<file path="src/rtl/word_derotator_pkg.sv">
// word_derotator_pkg: shared sizing helpers, FSM states and frame classes for the derotator.
package word_derotator_pkg;

    function automatic int clog2(input int v);
        int r;
        r = 0;
        for (int i = 0; i < 31; i++) r = ((1 << i) < v) ? i + 1 : r;
        return r;
    endfunction

    function automatic int max2(input int a, input int b);
        return (a > b) ? a : b;
    endfunction

    function automatic int word_num(input int bus_size, input int word_size);
        return bus_size / word_size;
    endfunction

    typedef enum logic [1:0] {
        ST_SEARCH = 2'd0,
        ST_LOCKED = 2'd1
    } state_e;

    typedef enum logic [1:0] {
        CL_IDLE = 2'd0,
        CL_GOOD = 2'd1,
        CL_BAD  = 2'd2
    } class_e;

endpackage

</file>
<file path="src/rtl/word_derotator_rotate_right.sv">
// word_rotate_right: combinational barrel derotator, out word i = in word (i+r) mod WORD_NUM.
module word_rotate_right
    import word_derotator_pkg::*;
#(
    parameter int BUS_SIZE  = 32,
    parameter int WORD_SIZE = 4,
    parameter int WORD_NUM  = word_num(BUS_SIZE, WORD_SIZE),
    parameter int LW        = clog2(WORD_NUM)
) (
    input  logic [BUS_SIZE-1:0] data_i,
    input  logic [LW-1:0]       r_i,
    output logic [BUS_SIZE-1:0] data_o
);
    // WORD_NUM is a power of two, so the index wraps naturally in LW bits.
    for (genvar g = 0; g < WORD_NUM; g++) begin : g_word
        logic [LW-1:0] idx;
        assign idx = r_i + LW'(g);
        assign data_o[g*WORD_SIZE +: WORD_SIZE] = data_i[idx*WORD_SIZE +: WORD_SIZE];
    end

endmodule

</file>
<file path="src/rtl/word_derotator.sv">
// word_derotator: two-stage receive derotator with frame integrity checks, lock FSM and error counter.
module word_derotator
    import word_derotator_pkg::*;
#(
    parameter int BUS_SIZE  = 32,
    parameter int WORD_SIZE = 4,
    parameter int WORD_NUM  = word_num(BUS_SIZE, WORD_SIZE),
    parameter int LOCK_GOOD = 2,
    parameter int LOSS_BAD  = 3,
    parameter int CNT_W     = 8
) (
    input  logic                clk,
    input  logic                reset,
    input  logic [BUS_SIZE-1:0] data_in,
    input  logic [WORD_NUM-1:0] control_in,
    input  logic                error_in,
    output logic [BUS_SIZE-1:0] data_out,
    output logic                valid_out,
    output logic                error_out,
    output logic                locked,
    output logic [CNT_W-1:0]    err_count
);
    localparam int LW    = clog2(WORD_NUM);
    localparam int RUN_W = clog2(max2(LOCK_GOOD, LOSS_BAD) + 1);

    logic [BUS_SIZE-1:0] data_q;
    logic [WORD_NUM-1:0] ctrl_q;
    logic                err_q;

    always_ff @(posedge clk) begin
        if (!reset) begin
            data_q <= '0;
            ctrl_q <= '0;
            err_q  <= 1'b0;
        end else begin
            data_q <= data_in;
            ctrl_q <= control_in;
            err_q  <= error_in;
        end
    end

    logic [LW-1:0]       r;
    logic                one_hot;
    logic [BUS_SIZE-1:0] derot;
    class_e              cls;

    // OR-encode: exact for one-hot inputs, and non-one-hot frames are rejected anyway.
    always_comb begin
        r = '0;
        for (int i = 0; i < WORD_NUM; i++) r = ctrl_q[i] ? (r | LW'(i)) : r;
    end

    assign one_hot = (ctrl_q != '0) && ((ctrl_q & (ctrl_q - 1'b1)) == '0);

    word_rotate_right #(
        .BUS_SIZE (BUS_SIZE),
        .WORD_SIZE(WORD_SIZE),
        .WORD_NUM (WORD_NUM),
        .LW       (LW)
    ) u_rot (
        .data_i(data_q),
        .r_i   (r),
        .data_o(derot)
    );

    always_comb begin
        cls = (ctrl_q == '0 && !err_q) ? CL_IDLE :
              (err_q || !one_hot || derot[BUS_SIZE-1 -: WORD_SIZE] != '1 || derot[LW-1:0] != r) ? CL_BAD :
              CL_GOOD;
    end

    logic [BUS_SIZE-1:0] data_out_q, data_out_d;
    logic                valid_q, valid_d;
    logic                error_q, error_d;
    logic [CNT_W-1:0]    cnt_q, cnt_d;
    state_e              state_q, state_d;
    logic [RUN_W-1:0]    good_q, good_d, good_inc;
    logic [RUN_W-1:0]    bad_q, bad_d, bad_inc;

    assign good_inc = good_q + 1'b1;
    assign bad_inc  = bad_q + 1'b1;

    always_comb begin
        data_out_d = (cls == CL_GOOD) ? derot : '0;
        valid_d    = (cls == CL_GOOD);
        error_d    = (cls == CL_BAD);
        cnt_d      = (cls == CL_BAD && !(&cnt_q)) ? cnt_q + 1'b1 : cnt_q;
    end

    always_comb begin
        state_d = state_q;
        good_d  = good_q;
        bad_d   = bad_q;
        case (state_q)
            ST_SEARCH: begin
                if (cls == CL_GOOD) begin
                    state_d = (good_inc == RUN_W'(LOCK_GOOD)) ? ST_LOCKED : ST_SEARCH;
                    good_d  = (good_inc == RUN_W'(LOCK_GOOD)) ? '0 : good_inc;
                    bad_d   = '0;
                end else if (cls == CL_BAD) begin
                    good_d = '0;
                end
            end
            ST_LOCKED: begin
                if (cls == CL_BAD) begin
                    state_d = (bad_inc == RUN_W'(LOSS_BAD)) ? ST_SEARCH : ST_LOCKED;
                    bad_d   = (bad_inc == RUN_W'(LOSS_BAD)) ? '0 : bad_inc;
                    good_d  = '0;
                end else if (cls == CL_GOOD) begin
                    bad_d = '0;
                end
            end
            default: begin
                state_d = ST_SEARCH;
                good_d  = '0;
                bad_d   = '0;
            end
        endcase
    end

    always_ff @(posedge clk) begin
        if (!reset) begin
            data_out_q <= '0;
            valid_q    <= 1'b0;
            error_q    <= 1'b0;
            cnt_q      <= '0;
            state_q    <= ST_SEARCH;
            good_q     <= '0;
            bad_q      <= '0;
        end else begin
            data_out_q <= data_out_d;
            valid_q    <= valid_d;
            error_q    <= error_d;
            cnt_q      <= cnt_d;
            state_q    <= state_d;
            good_q     <= good_d;
            bad_q      <= bad_d;
        end
    end

    assign data_out  = data_out_q;
    assign valid_out = valid_q;
    assign error_out = error_q;
    assign locked    = (state_q == ST_LOCKED);
    assign err_count = cnt_q;

endmodule

</file>
<file path="config.mk">
export PLATFORM = sky130hd
export DESIGN_NAME = word_derotator
export DESIGN_NICKNAME = d
export VERILOG_FILES = /design/src/rtl/word_derotator_pkg.sv /design/src/rtl/word_derotator_rotate_right.sv /design/src/rtl/word_derotator.sv
export SDC_FILE = /design/constraint.sdc
export NUM_CORES = 1
export LEC_CHECK = 0
export CAP_MARGIN = 20
export CORE_MARGIN = 3
export CORE_UTILIZATION = 40
export CTS_CLUSTER_SIZE = 28
export DETAILED_ROUTE_END_ITERATION = 12
export GPL_TIMING_DRIVEN = 0
export PLACE_DENSITY = 0.67
export SYNTH_ARGS = -nofsm -noshare
export SYNTH_HDL_FRONTEND = slang
export SYNTH_SLANG_ARGS = --single-unit
</file>
<file path="constraint.sdc">
create_clock -name clk -period 4.2 [get_ports clk]
set_input_delay 0.63 -clock clk [delete_from_list [all_inputs] [get_ports clk]]
set_output_delay 0.63 -clock clk [all_outputs]
set_load 0.02 [all_outputs]
</file>
; ---- Word level (Yosys, flattened, before mapping)
; Cells that the tools add are included.
[word_totals]
elab_cells = 77
ff_bits = 89
[op_classes]
n_bitwise = 1
reduce_logical = 16
mux = 22
eq_ne = 9
n_addsub = 11
shifts = 8
[op_table]
columns = cell, count
row1 = $shiftx 32x6->4, 8
row2 = $mux 2, 12
row3 = $logic_not 8->1, 2
row4 = $add 3x3->3 const B, 4
row5 = $mux 3, 4
row6 = $pmux 2 s2, 3
row7 = $add 8x1->8 const B, 1
row8 = $and 8x8->8, 1
row9 = $reduce_and 8->1, 1
row10 = $reduce_bool 8->1, 1
row11 = $sub 8x1->8 const B, 1
row12 = $add 3x2->3 const B, 2
row13 = $eq 2x2->1 const B, 3
row14 = $add 2x1->2 const B, 2
row15 = $eq 2x1->1 const B, 2
row16 = $ne 4x4->1 const B, 1
row17 = $reduce_and 2->1, 2
row18 = $add 3x1->3 const B, 1
row19 = $logic_and 1x1->1, 3
row20 = $logic_not 1->1, 3
row21 = $logic_or 1x1->1, 3
row22 = $mux 1, 3
row23 = $ne 3x3->1, 1
row24 = $logic_not 2->1, 1
row25 = 2 further kinds, 2

; ---- Depth between registers and ports, before layout
[logic_depth]
ltp_word = 18
depth_mapped = 16

; ---- By module
; Synthesis repeated with hierarchy kept, for this count alone.
[hier_totals]
hier_cells = 341
area_unflattened_um2 = 4162.7
[modules_own_cells]
columns = mod, seq_area_each_um2, instances, area_per_inst_um2, cells_per_inst
row1 = word_derotator, 1761.7, 1, 2839.0, 259
row2 = word_rotate_right, 0.0, 1, 1323.8, 82

; ---- Worst setup path before layout
; No wires, ideal clock.
[synth_path]
kind = reg2reg
from = register ctrl_q[7]
to = register cnt_q[6] (netlist: err_count[6])
path_slack_ns = 0.309
synth_period_minus_slack_ns = 3.891
arrival_time_ns = 3.769
path_buffers = 5
stages_incl_launch_ff = 16
setup_ns = 0.122
path_cell_list = dfxtp_1 -> buf_2 -> or4_1 -> buf_6 -> clkinv_8 -> buf_2 -> clkbuf_1 -> ha_1 -> xnor2_1 -> mux2_2 -> a311oi_1 -> nand4b_1 -> nor4_4 -> buf_6 -> o21bai_1 -> o311a_1
[synth_between]
elab_chain_cells = 12
[synth_lines]
columns = item, line_no
row1 = "start, declared", word_derotator.sv:27  ; logic [WORD_NUM-1:0] ctrl_q;
row2 = "start signal, assigned", word_derotator.sv:37  ; ctrl_q <= control_in;
row3 = "parallel branches: the longest is 9 deep, another holds $add 3x3->3", -
row4 = $mux 2 (*), word_derotator.sv:67  ; cls = (ctrl_q == '0 && !err_q) ? CL_IDLE :
row5 = $eq 2x2->1 (*), word_derotator.sv:87  ; cnt_d = (cls == CL_BAD && !(&cnt_q)) ? cnt_q + 1'b1 : cnt_q;
row6 = $logic_and 1x1->1 (*), word_derotator.sv:87
row7 = "end signal, assigned", word_derotator.sv:134  ; cnt_q <= cnt_d;
row8 = "end, declared", word_derotator.sv:75  ; logic [CNT_W-1:0] cnt_q, cnt_d;
; Mark *: on every way between the ends.
; A chain may end at the register's enable or synchronous reset.

; ---- Final worst setup path
[layout_path]
from = register ctrl_q[5]
to = register data_out_q[2] (netlist: data_out[2])
[layout_between]
elab_chain_cells = 12
[layout_lines]
columns = item, line_no
row1 = $mux 3 or $sub 8x1->8 (tied branches), "word_derotator.sv:50, word_derotator.sv:53"
row2 = $mux 3 or $and 8x8->8 (tied branches), "word_derotator.sv:50, word_derotator.sv:53"
row3 = $mux 3 or $logic_not 8->1 (tied branches), "word_derotator.sv:50, word_derotator.sv:53"
row4 = $add 3x3->3 or $logic_and 1x1->1 (tied branches), "word_derotator_rotate_right.sv:17, word_derotator.sv:53"
row5 = $shiftx 32x6->4 or $logic_not 1->1 (tied branches), "word_derotator_rotate_right.sv:18, word_derotator.sv:68"
row6 = $ne 4x4->1 or $logic_or 1x1->1 (tied branches), word_derotator.sv:68  ; (err_q || !one_hot || derot[BUS_SIZE-1 -: WORD_SIZE] != '1 || derot[LW-1:0] != r) ? CL_BAD :
row7 = $logic_or 1x1->1 (2 in a row), word_derotator.sv:68
row8 = $mux 2, word_derotator.sv:68
row9 = $mux 2, word_derotator.sv:67
row10 = $eq 2x1->1, word_derotator.sv:84  ; data_out_d = (cls == CL_GOOD) ? derot : '0;
row11 = $reduce_and 2->1 (no source line), -
row12 = "end signal, assigned", word_derotator.sv:131  ; data_out_q <= data_out_d;
row13 = "end, declared", word_derotator.sv:72  ; logic [BUS_SIZE-1:0] data_out_q, data_out_d;
; Parallel ways exist; a longest one is shown, timed or not.

==> results summary <==
The worst setup path startpoint is ctrl_q[5]. The reg-to-reg setup timing slack came out at 0.21 ns. The wire length after detailed routing is 11100 µm.

The count of cell instances traversed by the critical path came out at 14. The number of synthesized flops with an enable pin came out at 0. The run finished with clean final reports. Synthesis produced a netlist with a net count of 494. The buffer cell driving the clock tree root is sky130_fd_sc_hd__clkbuf_8. The met1 demand-to-capacity share in global routing is 26.2%.

The maximum number of pins on one net before global-route repair came out at 17. The met3 capacity usage during global routing is 3.09%. Synthesis produced 448 cells. The average detailed-routed wire length per instance came out at 16.2 µm.

The count of non-filler cells in the finished layout is 684. The number of placed I/O pins came out at 86. The worst hold path belongs to the class reg -> reg.

The hold violation count in the final report is 0. The area inside the core boundary is 10400 µm². After detailed routing, the number of remaining DRC violations is 0. The worst max-slew margin expressed relative to the limit is 33.0%.

The final count of pins violating max slew came out at 0. The final number of setup-violating endpoints is 0. In this run the deepest clock path goes through 2 buffers. After layout, the worst setup slack is 0.205 ns. The net count reported at finish came out at 589.

The total of flip-flops plus latches after synthesis came out at 88. The async set-or-reset flop fraction in the synthesized netlist is 0%. The end of the worst register-to-register path is data_out[2].

The clock-pin slew of the registers on the worst-case setup and hold paths is 0.09 ns. The synthesized netlist devotes 24.1% of its cell area to simple gates. The clock latency on the worst-skew pair came out at 0.37 ns. The sum of overflow across all layers after global routing came out at 0. The die is 110 µm wide. For this run, the total global-route usage over all layers was measured as 19.1%.

The post-route netlist has 15.1% of its cells at a drive strength greater than 1. Timing analysis after detailed placement gives a worst setup slack of -0.351 ns. TritonCTS built the clock tree. The clock buffer count from CTS came out at 9. The arrival time at the worst endpoint came out at 4.29 ns. met2 is the most crowded layer. The kind of critical path is reg -> reg. The portion of the clock cycle consumed by the worst path in the final layout is 95.1%. In this run the vertical extent of the chip is 110 µm. The slowest stage of the critical path is the sky130_fd_sc_hd__or4_1 cell. For this run, the register share of the synthesized area comes to 40.7%. The kind of cell adding the most delay to the critical path is simple AND/OR/NAND/NOR gates. Summing all flip-flop and latch instances after layout gives 1760 µm². Adding up every negative setup slack in the final design gives 0 ns.

The post-detailed-route via-to-cell ratio is 5.25. The first global-routing pass estimated 17800 µm of wire. The number of antenna diodes is 0. The first TritonRoute pass finished after 4 iterations. The most used flip-flop cell after synthesis is sky130_fd_sc_hd__dfxtp_1.

The top fanout value on the critical path is 10. For this configuration, the core starts out at a cell density of 41.6%. The count of buffers added on input and output ports is 85. The total buffers and inverters traversed by the critical path is 5. The number of clock sinks came out at 88. The maximum frequency from static timing analysis came out at 0.250 GHz. The placed cell count is 669. The mapped cell area is 4330 µm². The count of distinct cell types in the synthesized netlist is 62.

The cell area power density is 333 nW/µm². The mux contribution to synthesized area is 20.3%. The worst flop-to-flop path startpoint is ctrl_q[5]. Summing the areas of all compound-gate instances in the mapped netlist gives 8.75% of the synthesized area.

The number of global-route vias before repair came out at 3479. Setup repair after global routing left no endpoint under its margin. Fill cells in the final layout number 973. The most common cell in the synthesized netlist is sky130_fd_sc_hd__dfxtp_1. The number of core rows is 37. The DRC marker count from the first detailed-route iteration is 219.

The die area is 12100 µm². The post-synthesis area per instance came out at 9.67 µm². Total power for the finished layout comes to 1850 µW. At the worst endpoint, the required time is 4.49 ns. The kind of launch point of the worst setup path is a register. The endpoint of the most critical setup path is data_out[2]. The final antenna-violating net count came out at 0.

The multi-input combinational cells in the finished layout cover a total of 2390 µm². By count the netlist is led by sky130_fd_sc_hd__dfxtp_1 (88), sky130_fd_sc_hd__mux2i_1 (72), sky130_fd_sc_hd__nand2_1 (48). The synthesized-area fraction occupied by xor and xnor cells is 0.780%. On the worst path, the slowest cell contributes a delay of 0.57 ns. The worst register-to-register path has a depth of 14. The final cell utilization of the core is 53.4%. The leakage power is 0.00219 µW. The number of vias after detailed routing is 3590. The initial antenna violation count was 0. The weighted congestion reported at the end of routability-driven placement came out at 0.885. Detailed placement finished with a half-perimeter wire length of 8490 µm.

The largest family of logic cells by synthesized area is simple AND/OR/NAND/NOR gates. The adder-cell area share of the yosys netlist came out at 0.867%. The Yosys step of the flow raised 0 warnings.

The transition time at the pin with the least slew margin came out at 0.998 ns. The peak supply drop is 203 µV. The max-capacitance violation count came out at 0. The H-tree depth is 3.

The minimum period implied by the final worst setup slack is 3.99 ns. By area the synthesized netlist is led by sky130_fd_sc_hd__dfxtp_1 (41%), sky130_fd_sc_hd__mux2i_1 (17%), sky130_fd_sc_hd__and2_1 (6.1%). Of all cell types, the one taking the most synthesized area is sky130_fd_sc_hd__dfxtp_1. The critical path goes through or4_1 -> buf_6 -> clkinv_8 -> clkbuf_4 -> clkbuf_4 -> ha_2 -> xnor2_2 -> mux2_2 -> or2_0 -> nand4bb_1 -> nor4_2 -> nand2_2 -> buf_6 -> a21oi_2.

The global routing usage on met2 came out at 30.2%. The area added between synthesis and finish came out at 28.4%. The worst setup path is captured at a register. The top cell type's share of synthesized area is 40.7%. The worst clock skew is 0.0162 ns.

The number of hold buffers added after CTS was 0.
-- state kept, by name (all words and copies together) (netlist names) --
signal,count
data_out,32
bad_q,2
err_q,1
valid_out,1
state_q,1
error_out,1
good_q,2
ctrl_q,8
data_q,32
err_count,8
-- logic make-up after synthesis --
group,Yosys count
flip-flops,88
XOR/XNOR,3
buffers and inverters,35
multiplexers,81
AND/OR/NAND/NOR,186
adder cells (fa/ha/maj),3
AO/OA/AOI/OAI,52
-- power breakdown --
group          switching [µW]  internal (µW)
Clock                     317            239
Combinational             212            190
Sequential               32.9            860
Total                     562           1290
-- cells in the final DEF (no fill, tap or decap), types with 5 or more instances in the layout --
cell type,Yosys,routed
sky130_fd_sc_hd__mux2i_1,72,72
sky130_fd_sc_hd__nor3_1,8,8
sky130_fd_sc_hd__buf_6,6,6
sky130_fd_sc_hd__clkbuf_1,13,10
sky130_fd_sc_hd__nor2_1,14,14
sky130_fd_sc_hd__nand4_1,6,6
sky130_fd_sc_hd__nor2_2,22,22
sky130_fd_sc_hd__nand3_1,15,15
sky130_fd_sc_hd__inv_2,5,5
sky130_fd_sc_hd__a21oi_1,8,8
sky130_fd_sc_hd__clkbuf_8,0,10
sky130_fd_sc_hd__and2_1,42,42
sky130_fd_sc_hd__dfxtp_1,88,88
sky130_fd_sc_hd__nand2_1,48,48
sky130_fd_sc_hd__o21ai_0,7,7
sky130_fd_sc_hd__clkdlybuf4s50_1,0,85
-- final cells by class --
cell class	instances	area share (%)
Tap cell	136	3.06
Inverter	8	0.765
Clock buffer	10	2.47
Clock inverter	6	0.877
Buffer	25	2.79
Sequential cell	88	31.7
Multi-Input combinational cell	325	42.9
Timing Repair Buffer	86	15.4
-- metal layers --
| layer | vias to the layer above | routed length [µm] |
|---|---|---|
| li1 | 1764 | - |
| met3 | 16 | 658 |
| met5 | - | 0 |
| met2 | 123 | 5140 |
| met1 | 1687 | 5160 |
| met4 | 0 | 125 |
-- metrics by stage --
step	cell area (µm²)	hold WS (ns)
global route	5560	0.504
finish	5560	0.464
global placement	5350	0.433
detailed placement	5350	0.448
floorplan	4330	0.426
CTS	5550	0.464
-- worst min-delay path by stage --
stage                 to       from  depth (start not counted)  slack, ns
2_1_floorplan  good_q[1]  good_q[1]                          2       0.43
3_3_place_gp   good_q[1]  good_q[1]                          2       0.43
3_5_place_dp   good_q[1]  good_q[1]                          2       0.45
4_1_cts        good_q[1]  good_q[1]                          2       0.46
5_1_grt        good_q[1]  good_q[1]                          2       0.50
6_report       good_q[1]  good_q[1]                          2       0.46
-- repair_timing --
action                                  CTS  global route
setup buffers                             0             1
pin swaps                                 1             1
endpoints found under the setup margin   46            45
gates resized for setup                   3             7
-- tightest hold or removal path: cells and delay by family (launching register included) --
kind	cells	cell delay [ns]
flip-flops	1	0.32
AND/OR/NAND/NOR	1	0.07
AO/OA/AOI/OAI	1	0.03
(Power assumes the default switching activity.)
==> RTL change, RTL diff (config.mk and constraints unchanged) <==
Register the inputs `data_in`, `control_in` and `error_in` before use, without a reset. The logic sees them one clock later.
--- a/src/rtl/word_derotator.sv
+++ b/src/rtl/word_derotator.sv
@@ -23,6 +23,16 @@
     localparam int LW    = clog2(WORD_NUM);
     localparam int RUN_W = clog2(max2(LOCK_GOOD, LOSS_BAD) + 1);
 
+    logic [BUS_SIZE-1:0] data_r;
+    logic [WORD_NUM-1:0] control_q;
+    logic error_r;
+
+    always_ff @(posedge clk) begin
+        data_r    <= data_in;
+        control_q <= control_in;
+        error_r   <= error_in;
+    end
+
     logic [BUS_SIZE-1:0] data_q;
     logic [WORD_NUM-1:0] ctrl_q;
     logic                err_q;
@@ -33,9 +43,9 @@
             ctrl_q <= '0;
             err_q  <= 1'b0;
         end else begin
-            data_q <= data_in;
-            ctrl_q <= control_in;
-            err_q  <= error_in;
+            data_q <= data_r;
+            ctrl_q <= control_q;
+            err_q  <= error_r;
         end
     end
 
Behaviour: not the same (Yosys sat finds a counterexample within 4 cycles, from zero or initial values and one cycle with reset low).
==> RTL change against the original RTL <==
Sequential cell count rose by 41. Critical path depth unchanged. Design area increased by 22%. Area after synthesis grew 17%. Worst setup slack better by 0.030 ns. Via count increased by 15%. Clock power rose to 2.6 times the old value. Final cell count up 20%. Maximum frequency up 0.76%. Highest routed layer unchanged. Critical endpoint is now err_count[6]. Wire length increased by 19%. Utilization increased by 2.4 points. First-iteration DRC count up 15%. Power up 71%.
==> RTL change: results <==
{
  "wire_per_inst_um": 16.0,
  "worstHoldEndpoint": "ctrl_q[3]",
  "worst-endpoint-arrival_ns": 4.28,
  "clock_latency_ns": 0.42,
  "finClkSkew_ns": 0.0175,
  "grt_usage_pct": 19.3,
  "dp.cells": 789,
  "synth_cell_types": 44,
  "grt_pass1_wl_um": 20900,
  "reg2regPathDepth": 14,
  "drtIter0Drc": 251,
  "clk_root_buffer_cell": "clkbuf_16",
  "yosys_warnings": 0,
  "whs_path_depth": 1,
  "buffer_area_share_pct": 15.6,
  "die-area_sq_um": 14000,
  "post_dp_cell_area_sq_um": 6110,
  "multi_input_cells": 359,
  "n_all_inverters": 13,
  "grt_pass1_vias": 3958,
  "syn_avg_cell_area_sq_um": 9.43,
  "fill_cells": 1118,
  "leakagePower_nw": 2.73,
  "p_sw_share_pct": 24.6,
  "final_nets": 687,
  "wirelength_um": 13100,
  "clk_pin_slew_ns": 0.06,
  "multi_input_area_sq_um": 2280,
  "synth_common_cells": "129 x dfxtp_1, 78 x nand2_1, 52 x mux2i_1",
  "syn_nets": 582,
  "powerSeq_mw": 1.31,
  "whs_ns": 0.426,
  "cts_max_level": 4,
  "dr.pass1.iters": 5,
  "ys_ff_latch": 129,
  "rr_startpoint": "ctrl_q[6]",
  "r2r_end": "err_count[6]",
  "regToRegSetupSlack_ns": 0.24,
  "clk_share_pct": 8.84,
  "cts_made_buffers": 17,
  "regArea_sq_um": 2580,
  "ir_drop_mv": 0.295,
  "synth_area_leaders": "dfxtp_1 51%, mux2i_1 10%, nand2_1 5.8%",
  "worstHoldStart": "control_q[3]",
  "nClkBuffers": 21,
  "dpl.hpwl_um": 9790,
  "tightest_slew_ns": 1.02,
  "ys_seq_area_share_pct": 51.1,
  "gp_congestion": 0.946,
  "io_buffer_count": 84,
  "final_core_util_pct": 55.8,
  "drive_gt1_share_pct": 9.94,
  "status": "finished, final reports clean",
  "dp_slack_ns": -0.925
}
-- RTL change: cell count changes after synthesis, moves of 8 or more --
cell,change
dfxtp_1,+41
nand2_1,+30
nor2_1,+29
nor2_2,-22
mux2i_1,-20
inv_1,+11
a21oi_1,+10
a31oi_1,+9
clkbuf_1,+8
-- RTL change: cells by family after synthesis --
group,after synthesis,share of synthesized area [%]
multiplexers,58,12.5
XOR/XNOR,4,0.842
flip-flops,129,51.1
buffers and inverters,48,3.89
AO/OA/AOI/OAI,63,8.52
AND/OR/NAND/NOR,231,22.4
adder cells (fa/ha/maj),3,0.743
-- RTL change: critical path: stages (launching register included) --
cell and delay [ns]:
dfxtp_1 0.29, clkbuf_1 0.19, or4_4 0.60, clkbuf_4 0.23
buf_2 0.22, ha_1 0.33, clkbuf_2 0.20, o21ai_0 0.20
mux2i_1 0.09, or4_1 0.47, a2111oi_4 0.44, buf_4 0.23
buf_6 0.14, o31ai_1 0.09, o211a_1 0.14
-- RTL change: what timing repair did --
| item | CTS | global route |
|---|---|---|
| setup endpoints to repair | 47 | 45 |
| pin swaps | 1 | 2 |
| resized for setup | 17 | 8 |
| buffers inserted | 2 | 3 |
| hold buffers | 0 | 0 |
-- RTL change: worst max-delay path by stage --
stage	endpoint	slack, ns
6_report	err_count[6]	0.24
5_1_grt	bad_q[0]	0.01
4_1_cts	err_count[6]	0.006
3_5_place_dp	data_out[19]	-0.93
3_3_place_gp	data_out[16]	-0.98
2_1_floorplan	err_count[6]	0.17
-- RTL change: per-layer routing --
metal	vias up	track usage [%]	wire (um)
met2	141	32.1	6250
li1	2052	-	-
met5	-	0	0
met1	1913	23.5	5770
met3	30	5.79	846
met4	0	7.17	267
